<file path="config.mk">
export PLATFORM = sky130hd
export DESIGN_NAME = alu_cmd_sequencer
export DESIGN_NICKNAME = d
export VERILOG_FILES = /design/src/rtl/alu_cmd_sequencer.sv
export SDC_FILE = /design/constraint.sdc
export NUM_CORES = 1
export LEC_CHECK = 0
export ABC_AREA = 1
export BUFFER_PORTS_ARGS = -buffer_cell sky130_fd_sc_hd__buf_4
export CAP_MARGIN = 10
export CORE_ASPECT_RATIO = 0.7
export CORE_MARGIN = 2
export CORE_UTILIZATION = 30
export CTS_BUF_LIST = sky130_fd_sc_hd__clkbuf_8
export DETAILED_ROUTE_END_ITERATION = 8
export PLACE_DENSITY_LB_ADDON = 0.3
export SLEW_MARGIN = 10
export SYNTH_ARGS = -nofsm -noshare
export SYNTH_HDL_FRONTEND = slang
export SYNTH_SLANG_ARGS = --single-unit
</file>
<file path="constraint.sdc">
create_clock -name clk -period 4.1 [get_ports clk]
set_clock_uncertainty 0.2 [all_clocks]
set_input_delay 0.41 -clock clk [delete_from_list [all_inputs] [get_ports clk]]
set_output_delay 0.41 -clock clk [all_outputs]
set_load 0.05 [all_outputs]
</file>
<file path="src/rtl/alu_cmd_sequencer.sv">
// Command-side master for the ALU/register block: queues commands, issues one at a
// time, waits the result latency and returns the sampled result on a response channel.
module alu_cmd_sequencer #(
  parameter int unsigned           DATA_WIDTH     = 16,
  parameter int unsigned           CMD_DEPTH      = 4,
  parameter int unsigned           RESULT_LATENCY = 1,
  parameter logic [DATA_WIDTH-1:0] NOP_OP         = DATA_WIDTH'(16'hF000),
  parameter int unsigned           TAG_WIDTH      = 4
) (
  input  logic                          clk,
  input  logic                          reset,
  input  logic                          cmd_valid,
  output logic                          cmd_ready,
  input  logic [DATA_WIDTH-1:0]         cmd_op,
  input  logic [DATA_WIDTH-1:0]         cmd_data,
  input  logic [3:0]                    cmd_addr_1,
  input  logic [3:0]                    cmd_addr_2,
  input  logic [3:0]                    cmd_addr_3,
  input  logic [TAG_WIDTH-1:0]          cmd_tag,
  output logic [DATA_WIDTH-1:0]         op,
  output logic [DATA_WIDTH-1:0]         reg_write_data,
  output logic [3:0]                    alu_addr_1,
  output logic [3:0]                    alu_addr_2,
  output logic [3:0]                    alu_addr_3,
  input  logic [DATA_WIDTH-1:0]         reg_read_data,
  input  logic [3:0]                    alu_flags,
  output logic                          rsp_valid,
  input  logic                          rsp_ready,
  output logic [DATA_WIDTH-1:0]         rsp_data,
  output logic [3:0]                    rsp_flags,
  output logic [TAG_WIDTH-1:0]          rsp_tag,
  output logic                          busy,
  output logic [$clog2(CMD_DEPTH):0]    cmd_count
);

  localparam int unsigned PTR_W   = $clog2(CMD_DEPTH);
  localparam int unsigned CNT_W   = PTR_W + 1;
  localparam int unsigned WAIT_W  = $clog2(RESULT_LATENCY + 1);
  localparam int unsigned ENTRY_W = 2 * DATA_WIDTH + 12 + TAG_WIDTH;

  typedef enum logic [2:0] {
    S_IDLE,
    S_ISSUE,
    S_WAIT,
    S_CAPTURE,
    S_RESP
  } state_t;

  state_t                 state_q;
  logic [ENTRY_W-1:0]     fifo_q [CMD_DEPTH];
  logic [PTR_W-1:0]       wr_ptr_q;
  logic [PTR_W-1:0]       rd_ptr_q;
  logic [CNT_W-1:0]       count_q;
  logic [CNT_W-1:0]       count_d;
  logic [WAIT_W-1:0]      wait_q;
  logic [DATA_WIDTH-1:0]  op_q;
  logic [DATA_WIDTH-1:0]  wdata_q;
  logic [3:0]             addr1_q;
  logic [3:0]             addr2_q;
  logic [3:0]             addr3_q;
  logic [TAG_WIDTH-1:0]   tag_q;
  logic                   rsp_valid_q;
  logic [DATA_WIDTH-1:0]  rsp_data_q;
  logic [3:0]             rsp_flags_q;
  logic [TAG_WIDTH-1:0]   rsp_tag_q;

  logic                   push_c;
  logic                   pop_c;
  logic [DATA_WIDTH-1:0]  h_op;
  logic [DATA_WIDTH-1:0]  h_data;
  logic [3:0]             h_addr1;
  logic [3:0]             h_addr2;
  logic [3:0]             h_addr3;
  logic [TAG_WIDTH-1:0]   h_tag;

  // Ready depends on the registered count only: no push-through when full.
  assign cmd_ready = (count_q != CNT_W'(CMD_DEPTH));
  assign push_c    = cmd_valid && cmd_ready;
  assign pop_c     = (count_q != '0) &&
                     ((state_q == S_IDLE) || ((state_q == S_RESP) && rsp_ready));
  assign {h_op, h_data, h_addr1, h_addr2, h_addr3, h_tag} = fifo_q[rd_ptr_q];

  always_comb begin
    count_d = count_q;
    if (push_c && !pop_c) begin
      count_d = count_q + CNT_W'(1);
    end else if (!push_c && pop_c) begin
      count_d = count_q - CNT_W'(1);
    end
  end

  always_ff @(posedge clk) begin
    if (reset) begin
      state_q     <= S_IDLE;
      wr_ptr_q    <= '0;
      rd_ptr_q    <= '0;
      count_q     <= '0;
      wait_q      <= '0;
      op_q        <= NOP_OP;
      wdata_q     <= '0;
      addr1_q     <= '0;
      addr2_q     <= '0;
      addr3_q     <= '0;
      tag_q       <= '0;
      rsp_valid_q <= 1'b0;
      rsp_data_q  <= '0;
      rsp_flags_q <= '0;
      rsp_tag_q   <= '0;
    end else begin
      if (push_c) begin
        fifo_q[wr_ptr_q] <= {cmd_op, cmd_data, cmd_addr_1, cmd_addr_2, cmd_addr_3, cmd_tag};
        wr_ptr_q         <= wr_ptr_q + PTR_W'(1);
      end
      if (pop_c) begin
        rd_ptr_q <= rd_ptr_q + PTR_W'(1);
      end
      count_q <= count_d;

      case (state_q)
        S_IDLE: begin
          state_q <= S_IDLE;
        end
        // Op is presented for exactly one cycle; addresses/data stay held.
        S_ISSUE: begin
          op_q    <= NOP_OP;
          wait_q  <= WAIT_W'(RESULT_LATENCY - 1);
          state_q <= S_WAIT;
        end
        S_WAIT: begin
          if (wait_q == '0) begin
            state_q <= S_CAPTURE;
          end else begin
            wait_q <= wait_q - WAIT_W'(1);
          end
        end
        S_CAPTURE: begin
          rsp_data_q  <= reg_read_data;
          rsp_flags_q <= alu_flags;
          rsp_tag_q   <= tag_q;
          rsp_valid_q <= 1'b1;
          state_q     <= S_RESP;
        end
        S_RESP: begin
          if (rsp_ready) begin
            rsp_valid_q <= 1'b0;
            state_q     <= S_IDLE;
          end
        end
        default: begin
          state_q <= S_IDLE;
        end
      endcase

      // Popping from IDLE or an accepted RESP loads the issue registers directly.
      if (pop_c) begin
        op_q    <= h_op;
        wdata_q <= h_data;
        addr1_q <= h_addr1;
        addr2_q <= h_addr2;
        addr3_q <= h_addr3;
        tag_q   <= h_tag;
        state_q <= S_ISSUE;
      end
    end
  end

  assign op             = op_q;
  assign reg_write_data = wdata_q;
  assign alu_addr_1     = addr1_q;
  assign alu_addr_2     = addr2_q;
  assign alu_addr_3     = addr3_q;
  assign rsp_valid      = rsp_valid_q;
  assign rsp_data       = rsp_data_q;
  assign rsp_flags      = rsp_flags_q;
  assign rsp_tag        = rsp_tag_q;
  assign busy           = (state_q != S_IDLE) || (count_q != '0);
  assign cmd_count      = count_q;

endmodule

</file>
**Yosys cells after proc, flatten, opt, wreduce, memory -nomap -nowiden**

Memory sizes are Yosys's and may differ from the RTL's. A register that Yosys moved wholly into a read port is not among the register bits.
Index checks and enable logic that the tools add are counted.

- Register bits after elaboration: 84
- Bits in writable memories: 192
- Input port bits: 72
- Word-level logic and storage cells: 68
- Memories kept: 1

Memories:

| memory | words | bits a word | rd ports | clocked after Yosys merged registers in | write ports | RTL line | RTL |
|---|---|---|---|---|---|---|---|
| fifo_q | 4 | 48 | 1 | 1 | 1 | 50 | `logic [ENTRY_W-1:0] fifo_q [CMD_DEPTH];` |

- $add $sub $neg: 5
- Equal/unequal tests: 9
- Mux-type cells: 17
- Reduce and logical (&&, ||, !) cells: 20

Operators by type and width:

| kind | count |
|---|---|
| $mux 16 | 2 |
| $mux 3 | 4 |
| $pmux 3 s4 | 1 |
| $ne 3x3->1 const B | 3 |
| $reduce_bool 2->1 | 4 |
| $eq 3x2->1 const B | 2 |
| $mux 1 | 6 |
| $reduce_and 2->1 | 3 |
| $reduce_bool 3->1 | 2 |
| $logic_and 1x1->1 | 5 |
| $add 2x1->2 const B | 2 |
| $mux 2 | 2 |
| $ne 2x2->1 const B | 2 |
| $pmux 1 s2 | 2 |
| $add 3x1->3 const B | 1 |
| $eq 3x1->1 const B | 1 |
| $eq 3x3->1 const B | 1 |
| $logic_not 3->1 | 1 |
| $sub 3x1->3 const B | 1 |
| $logic_not 1->1 | 2 |
| $logic_or 1x1->1 | 2 |
| $reduce_or 2->1 | 1 |
| $sub 1x1->1 const B | 1 |

**Depth between registers and ports, before layout**

Gate-level depths: netlist of run 1.

- Depth in word-level cells: 7
- Gate-level depth with buffers: 13
- Gate-level depth less buffers: 12

**Least setup slack after synthesis of run 1**

OpenSTA, ideal clock, no wires.

- Path type: flip-flop to flip-flop
- Start point: register count_q[1], in the netlist cmd_count[1]
- End point: memory fifo_q[0][0] (netlist name) (enable)
- Setup time: 0.454 ns
- Arrival time: 3.659 ns
- Path slack: -0.212 ns
- Stages on the path, launching flop included: 7
- Buffers on the path: 0
- Clock period less this slack: 4.312 ns
- Cell sequence: dfxtp_1 > inv_1 > nand3_1 > nand2_1 > inv_1 > nand2_1 > nor2_1

- Cells in the longest elaborated chain, start to end: 5

Ends and longest elaborated chain:

| item | RTL line | RTL |
|---|---|---|
| start: declaration | 53 | `logic [CNT_W-1:0] count_q;` |
| start signal: assignment | 117 | `count_q <= count_d;` |
| $ne 3x3->1 | 77 | `assign cmd_ready = (count_q != CNT_W'(CMD_DEPTH));` |
| via cmd_ready | 13 | `output logic cmd_ready,` |
| $logic_and 1x1->1 | 78 | `assign push_c = cmd_valid && cmd_ready;` |
| $mux 1 | 110 | `if (push_c) begin` |
| $mux 1 | 93 | `if (reset) begin` |
| $mux 1 (not written as such) | 111 | `fifo_q[wr_ptr_q] <= {cmd_op, cmd_data, cmd_addr_1, cmd_addr_2, cmd_addr_3, cmd_tag};` |
| end: declaration | 50 |  |

The timed path passes the listed nets, and every way through them passes these cells.

**Worst setup path after layout of run 1**

- Start point: register state_q[1]
- End point: register rsp_valid_q, in the netlist rsp_valid

- Cells in the longest elaborated chain, start to end: 3
- Elaborated cells between the ends (all ways): 6

Ends and longest elaborated chain:

| item | RTL line | RTL |
|---|---|---|
| start: declaration | 49 | `state_t state_q;` |
| start signal: assignment | 94 | `state_q <= S_IDLE;` |
| start signal: assignment | 121 | `state_q <= S_IDLE;` |
| start signal: assignment | 127 | `state_q <= S_WAIT;` |
| $eq 3x3->1 / $eq 3x2->1 (equally long branches) | 119 | `case (state_q)` |
| $ne 2x2->1 (no line) / $reduce_bool 2->1 (equally long branches) | - |  |
| $reduce_and 2->1 (no line) | - |  |
| end signal: assignment | 105 | `rsp_valid_q <= 1'b0;` |
| end signal: assignment | 140 | `rsp_valid_q <= 1'b1;` |
| end signal: assignment | 145 | `rsp_valid_q <= 1'b0;` |
| end: declaration | 62 | `logic rsp_valid_q;` |

Parallel ways exist; a longest one is shown, timed or not.
A chain may end at the register's enable or synchronous reset.

==> metrics.md, run 1 <==
| Metric | Value |
|---|---|
| CP Launch Type | `flip-flop` |
| Total die area | `36,700 um2` |
| Die height | `161 um` |
| Final WL | `approximately 26 mm` |
| Peak supply drop | `0.398 mV` |
| CTS Buffer Depth | `3` |
| Max stage delay on crit path | `around 0.75 ns` |
| Avg WL per Cell | `between 15 and 20 um` |
| TritonRoute pass-1 iters | `5` |
| TritonCTS buffer count | `45` |
| Delay-heaviest family, CP | `buffers and inverters` |
| Status | `complete, no violations` |
| RSZ-0062 raised after global routing | `no` |
| DRC violations left | `0` |
| Multi-input logic area | `2630 um2` |
| Cell area after synthesis | `10,500 um2` |
| Root Driver | `clkbuf_8` |
| Via-to-Cell Ratio | `between 4 and 5` |
| Overall Global Routing Usage | `14.1%` |
| Area Overhead vs Synth | `30.2%` |
| Post-synth cell types | `28` |
| Yosys warnings | `0` |
| PortBufs | `145` |
| Max frequency | `about 360 MHz` |
| Most frequent cells in the layout | `215 x nor2_1, 192 x edfxtp_1, 155 x buf_4` |
| Initial Util | `a little under a third` |
| Most common cell after layout, fill and taps aside | `nor2_1` |
| CTS tree | `done` |
| ANT nets after route | `0` |
| Critical path's most frequent cell | `inv_2` |
| CP endpoint kind | `flip-flop` |
| Clock latency on the worst-skew pair | `0.57 ns` |
| Post-cts hold buffer count | `72` |
| FF/Latch Area | `around 7500 um2` |
| Post-synth top area cell | `edfxtp_1` |
| Syn_nets | `1,044` |
| Rel. slew slack | `27.0%` |
| Top area cells in the synthesized netlist | `edfxtp_1 55%, dfxtp_1 16%, nor2_1 7.8%, o21ai_0 6.0%, nand2_1 4.9%` |
| GR Overflow Total | `0` |
| CTS clk-pin slew, worst paths | `around 0.06 ns` |
| Max-Cap Viols | `0` |
| Core ar. | `roughly 35,000 um2` |
| Synth Instances | `966` |
| Layout cells sized above 1 | `between 10% and 20%` |
| Placed instance count | `~1.5k` |
| Fin crit period | `around 2.8 ns` |
| Crit path buffers/inverters | `3` |
| Post-CTS Setup Bufs | `0` |
| Total number of vias | `roughly 7.4k` |
| IO Count | `roughly 150` |
| CTS sink cnt | `277` |
| Fillcell total | `around 3.4k` |
| Layout Cells excl Fill | `1,697` |
| First-pass GRT wire length | `40.8 mm` |
| Die Wd | `about 230 um` |
| Post-cts gate resize count | `0` |
| Critical path's slowest cell | `nor3_4` |
| Std-Cell Rows | `57` |
| NumNets Final | `~1.3k` |
| Final setup violating endpoints | `0` |
| Max Slew Vio Count | `0` |
| Largest net degree at the start of global routing | `between 90 and 100` |
| Leak Pwr | `5.43 nW` |
| Req. time, crit path | `4.40 ns` |
| Detail Placement HPWL | `between 10 and 15 mm` |
| Tightest Pin Transition | `between 1 and 1.5 ns` |
| Period Utilization, post-route | `67.2%` |
| Register area share after synthesis | `between 70% and 80%` |
| Final hold violations | `0` |
| Final GP Congestion | `between 0.7 and 0.8` |
| Setup CP Type | `flip-flop to flip-flop` |
| Initial antenna violation count | `1` |
| Mean Syn Cell Area | `10.9 um2` |
| Yosys top cell area share | `roughly 55%` |
| Vias in the first global route | `7,266` |
| Data arrival, critical path | `3.06 ns` |
| Post-layout util | `between 30% and 40%` |
| Worst-path fanout max | `26` |
| PD cells | `684 nW/um2` |
| Register bit total from synthesis | `between 200 and 300` |
| CTS H-tree depth | `2` |
| Hold crit path type | `flip-flop to flip-flop` |
| Detailed Route Iter0 Violations | `509` |
| Worst path cell trace | `inv_2, nor3_4, inv_2, a21oi_1, dlygate4sd3_1` |
-- synth_stat cells (all sizes together) --
library cell,instances
o21ai,157
nand3b,4
xor2,1
fa,1
inv,45
nand3,38
a211oi,1
edfxtp,192
nor2,221
a21oi,20
ha,5
buf,42
nand2,139
dfxtp,85
clkbuf,13
nor3,2
-- cells by family (layout without fill, tap and decap cells) --
| logic type | after synthesis | in the layout | synth area share [%] |
|---|---|---|---|
| buf+inv | 100 | 358 | 4.45 |
| compound gates | 178 | 178 | 8.51 |
| simple gates | 404 | 404 | 15.3 |
| other cells | 0 | 1 | 0 |
| xor+xnor | 1 | 1 | 0.0831 |
| fa+ha+maj | 6 | 6 | 0.783 |
| flops | 277 | 277 | 70.8 |
-- sequential cells by signal, indices dropped and copies added (netlist names), named ones only --
signal and count:
rsp_tag 4, op 16, fifo_q 192, cmd_count 3, alu_addr_2 4, alu_addr_3 4, wr_ptr_q 2, rsp_data 16
rd_ptr_q 2, reg_write_data 16, alu_addr_1 4, rsp_valid 1, rsp_flags 4, tag_q 4, state_q 3
-- final cells by class --
class	instances	share of cell area [%]
sequential	277	54.4
multi-input combinational	589	19.2
timing repair buffer	230	14.2
clock buffer	54	5.41
tap	472	4.30
clock inverter	29	1.26
inverter	45	1.23
antenna	1	0.0182
-- final timing paths --
check | from | to | slack, ns | depth (start not counted)
worst max-delay path | state_q[1] | rsp_valid | 1.34 | 5
worst min-delay path | op[6] | op[6] | 0.28 | 2
worst max register to register | state_q[1] | rsp_valid | 1.34 | 5
worst min register to register | op[6] | op[6] | 0.28 | 2
-- power breakdown --
part / switching [mW] / leakage, nW / internal (mW)
Clock: 1.10 / 0.516 / 1.32
Sequential: 0.196 / 2.44 / 3.37
Combinational: 2.43 / 2.47 / 0.975
-- stage by stage --
| stage | power, mW | area, um2 | setup slack, ns | hold slack [ns] | setup TNS, ns |
|---|---|---|---|---|---|
| final | 9.38 | 13700 | 1.34 | 0.282 | 0 |
| after global routing | 9.98 | 13700 | 1.08 | 0.318 | 0 |
| after CTS | 9.53 | 13700 | 1.28 | 0.287 | 0 |
| after detailed placement | 7.01 | 12100 | 1.61 | 0.261 | 0 |
| after global placement | 6.98 | 12100 | 1.61 | 0.259 | 0 |
| after floorplan | 6.03 | 10500 | -0.212 | 0.250 | -40.75 |
-- worst reg2reg max path, stage by stage (launching register included) --
cell	delay, ns
dfxtp_1	0.40
inv_2	0.08
nor3_4	0.75
inv_2	0.46
a21oi_1	0.25
dlygate4sd3_1	0.56
-- per-layer routing --
| metal | GRT usage (%) | part of all wire, % | wire length [um] |
|---|---|---|---|
| met3 | 3.43 | 5.4 | 1410 |
| met4 | 3.74 | 1.4 | 359 |
| met5 | 0 | 0 | 0 |
| met2 | 21.9 | 45 | 11600 |
| met1 | 19.9 | 49 | 12700 |
No activity file was read; power rests on OpenSTA's default activity.
==> run 2, diff against run 1 <==
==> constraint.sdc (replaced) <==
create_clock -name clk -period 2.7 [get_ports clk]
set_clock_uncertainty 0.2 [all_clocks]
set_input_delay 0.27 -clock clk [delete_from_list [all_inputs] [get_ports clk]]
set_output_delay 0.27 -clock clk [all_outputs]
set_load 0.05 [all_outputs]
==> metrics.md, run 2 (synthesis results as in run 1) <==
| Metric | Value |
|---|---|
| CTS clk-pin slew, worst paths | `0.06 ns (about the same)` |
| Setup CP Type | `flip-flop to flip-flop (unchanged)` |
| P_sw | `5.64 mW (was 3.72 mW)` |
| Sequential share of power | `38.8% (was 38.0%)` |
| PortBufs | `145 (unchanged)` |
| Hold crit path type | `primary input to flip-flop (was flip-flop to flip-flop)` |
| Logic pwr share | `37.1% (was 36.2%)` |
| Final WL | `25.9 mm (was 26.0 mm)` |
| Status | `complete, no violations (unchanged)` |
| Root Driver | `clkbuf_8 (unchanged)` |
| Std-Cell Rows | `57 (unchanged)` |
| IO Count | `146 (unchanged)` |
| CTS Buffer Depth | `3 (unchanged)` |
| CTS sink cnt | `277 (unchanged)` |
| Detailed Route Iter0 Violations | `468 (was 509)` |
| First-pass GRT wire length | `41.7 mm (was 40.8 mm)` |
| ANT nets after route | `0 (unchanged)` |
| Worst R2R Setup Slack | `0.51 ns (was 1.34 ns)` |
| Worst Reg-to-Reg Cells | `7 (was 5)` |
| Core ar. | `34,700 um2 (unchanged)` |
| TritonCTS buffer count | `45 (unchanged)` |
| Max-Cap Viols | `0 (unchanged)` |
| Post-CTS Setup Bufs | `0 (unchanged)` |
| Worst r2r src | `cmd_count[1] (was state_q[1])` |
| PD cells | `1020 nW/um2 (was 684 nW/um2)` |
| RSZ-0062 raised after global routing | `no (unchanged)` |
| Worst-path fanout max | `28 (was 26)` |
| Max Slew Vio Count | `0 (unchanged)` |
| Initial antenna violation count | `1 (unchanged)` |
| FF/Latch Area | `7470 um2 (about the same)` |
| Layout cells sized above 1 | `19.7% (was 19.4%)` |
| Most frequent cells in the layout | `215 x nor2_1, 192 x edfxtp_1, 161 x buf_4 (was 215 x nor2_1, 192 x edfxtp_1, 155 x buf_4)` |
| Via-to-Cell Ratio | `4.37 (was 4.39)` |
| Hold path depth | `4 (was 2)` |
| Area Overhead vs Synth | `30.0% (was 30.2%)` |
| Internal cell power | `8.38 mW (was 5.66 mW)` |
| Clock latency on the worst-skew pair | `0.57 ns (about the same)` |
| Avg WL per Cell | `15.2 um (was 15.3 um)` |
| Hold path startpoint | `reg_read_data[5] (was op[6])` |
| DRC violations left | `0 (unchanged)` |
| TritonRoute pass-1 iters | `5 (unchanged)` |
| Total number of vias | `7,435 (was 7,444)` |
| Post-cts hold buffer count | `72 (unchanged)` |
| Initial Util | `30.4% (unchanged)` |
| Final hold violations | `0 (unchanged)` |
| Peak supply drop | `0.889 mV (was 0.398 mV)` |
| Max frequency | `457 MHz (was 363 MHz)` |
| Clock power frac | `24.1% (was 25.8%)` |
| Most flops, register | `fifo_q (unchanged)` |
| Most common cell after layout, fill and taps aside | `nor2_1 (unchanged)` |
| Vias in the first global route | `7,408 (was 7,266)` |
| Die height | `161 um (unchanged)` |
| Final GP Congestion | `0.737 (was 0.733)` |
| CP Launch Type | `flip-flop (unchanged)` |
| Post-layout util | `39.5% (was 39.6%)` |
| Overall Global Routing Usage | `14.3% (was 14.1%)` |
| Total die area | `36,700 um2 (unchanged)` |
| Sw Ratio | `40.2% (was 39.7%)` |
| CP endpoint kind | `flip-flop (unchanged)` |
| NumNets Final | `1,272 (was 1,266)` |
| Final TNS setup | `0 ns (unchanged)` |
| Fillcell total | `3,442 (was 3,394)` |
| Hold endpoint | `rsp_data[5] (was op[6])` |
| Rel. slew slack | `52.9% (was 27.0%)` |
| Fin crit period | `2.19 ns (was 2.76 ns)` |
| Largest net degree at the start of global routing | `80 (was 93)` |
| Leak Pwr | `5.44 nW (was 5.43 nW)` |
| Period Utilization, post-route | `81.1% (was 67.2%)` |
| CTS tree | `done (unchanged)` |
| Req. time, crit path | `2.70 ns (was 4.40 ns)` |
| Detail Placement HPWL | `15.2 mm (was 14.5 mm)` |
| GR Overflow Total | `0 (unchanged)` |
| Tightest Pin Transition | `0.707 ns (was 1.10 ns)` |
| Data arrival, critical path | `2.19 ns (was 3.06 ns)` |
| Multi-input logic area | `2650 um2 (was 2630 um2)` |
| CTS H-tree depth | `2 (unchanged)` |
| Final setup violating endpoints | `0 (unchanged)` |
| Largest register FFs | `192 (unchanged)` |
| Post-cts gate resize count | `0 (unchanged)` |
| Reg2reg end | `fifo_q[0][8] (was rsp_valid)` |
| Die Wd | `228 um (unchanged)` |
-- run 2: worst max path at each step --
stage	from	to	slack, ns
after floorplan	cmd_count[1]	fifo_q[0][0]	0.04
after global placement	state_q[2]	cmd_count[2]	0.59
after detailed placement	cmd_count[1]	fifo_q[0][10]	0.52
after CTS	cmd_count[1]	fifo_q[0][3]	0.48
after global routing	cmd_count[0]	fifo_q[0][12]	0.36
final	cmd_count[1]	fifo_q[0][8]	0.51
-- run 2: stage by stage --
stage	worst slack (ns)	power (mW)	area, um2	hold WS (ns)	std cells
floorplan	0.0421	9.18	10600	0.169	966
CTS	0.481	14.2	13700	0.211	1702
global placement	0.593	10.7	12100	0.258	1547
finish	0.511	14.0	13700	0.254	1703
global route	0.364	14.9	13700	0.231	1703
detailed placement	0.519	10.7	12100	0.254	1547
-- run 2: per-layer routing --
metal  routed length [um]  GRT usage (%)  up-vias  part of all wire (%)
met5                    0              0        -                     0
met4                  543           4.37        0                   2.1
met3                 1420           3.32       47                   5.5
met2                11200           22.1      188                    43
met1                12700           20.0     3478                    49
li1                     -              -     3722                     -
-- run 2: layout make-up --
class	instances	area share, %
timing repair buffer	236	14.5
antenna	1	0.0183
multi-input combinational	589	19.3
clock inverter	36	1.30
clock buffer	47	4.72
inverter	45	1.24
tap	472	4.31
sequential	277	54.6
-- run 2: power groups by stage --
stage,sequential (mW),clock (mW),combinational [mW]
finish,5.43,3.38,5.20
global route,5.49,3.69,5.76
CTS,5.44,3.50,5.31
detailed placement,5.52,0,5.20
global placement,5.51,0,5.15
floorplan,6.52,0,2.66
-- run 2: worst max-delay path, cell delays in order, from the launching register on --
cell and delay (ns):
dfxtp_2 0.36, inv_1 0.10, nand3_4 0.09, nand2_1 0.13, inv_1 0.12, nand2_1 0.22, nor2_4 0.18, buf_4 0.41
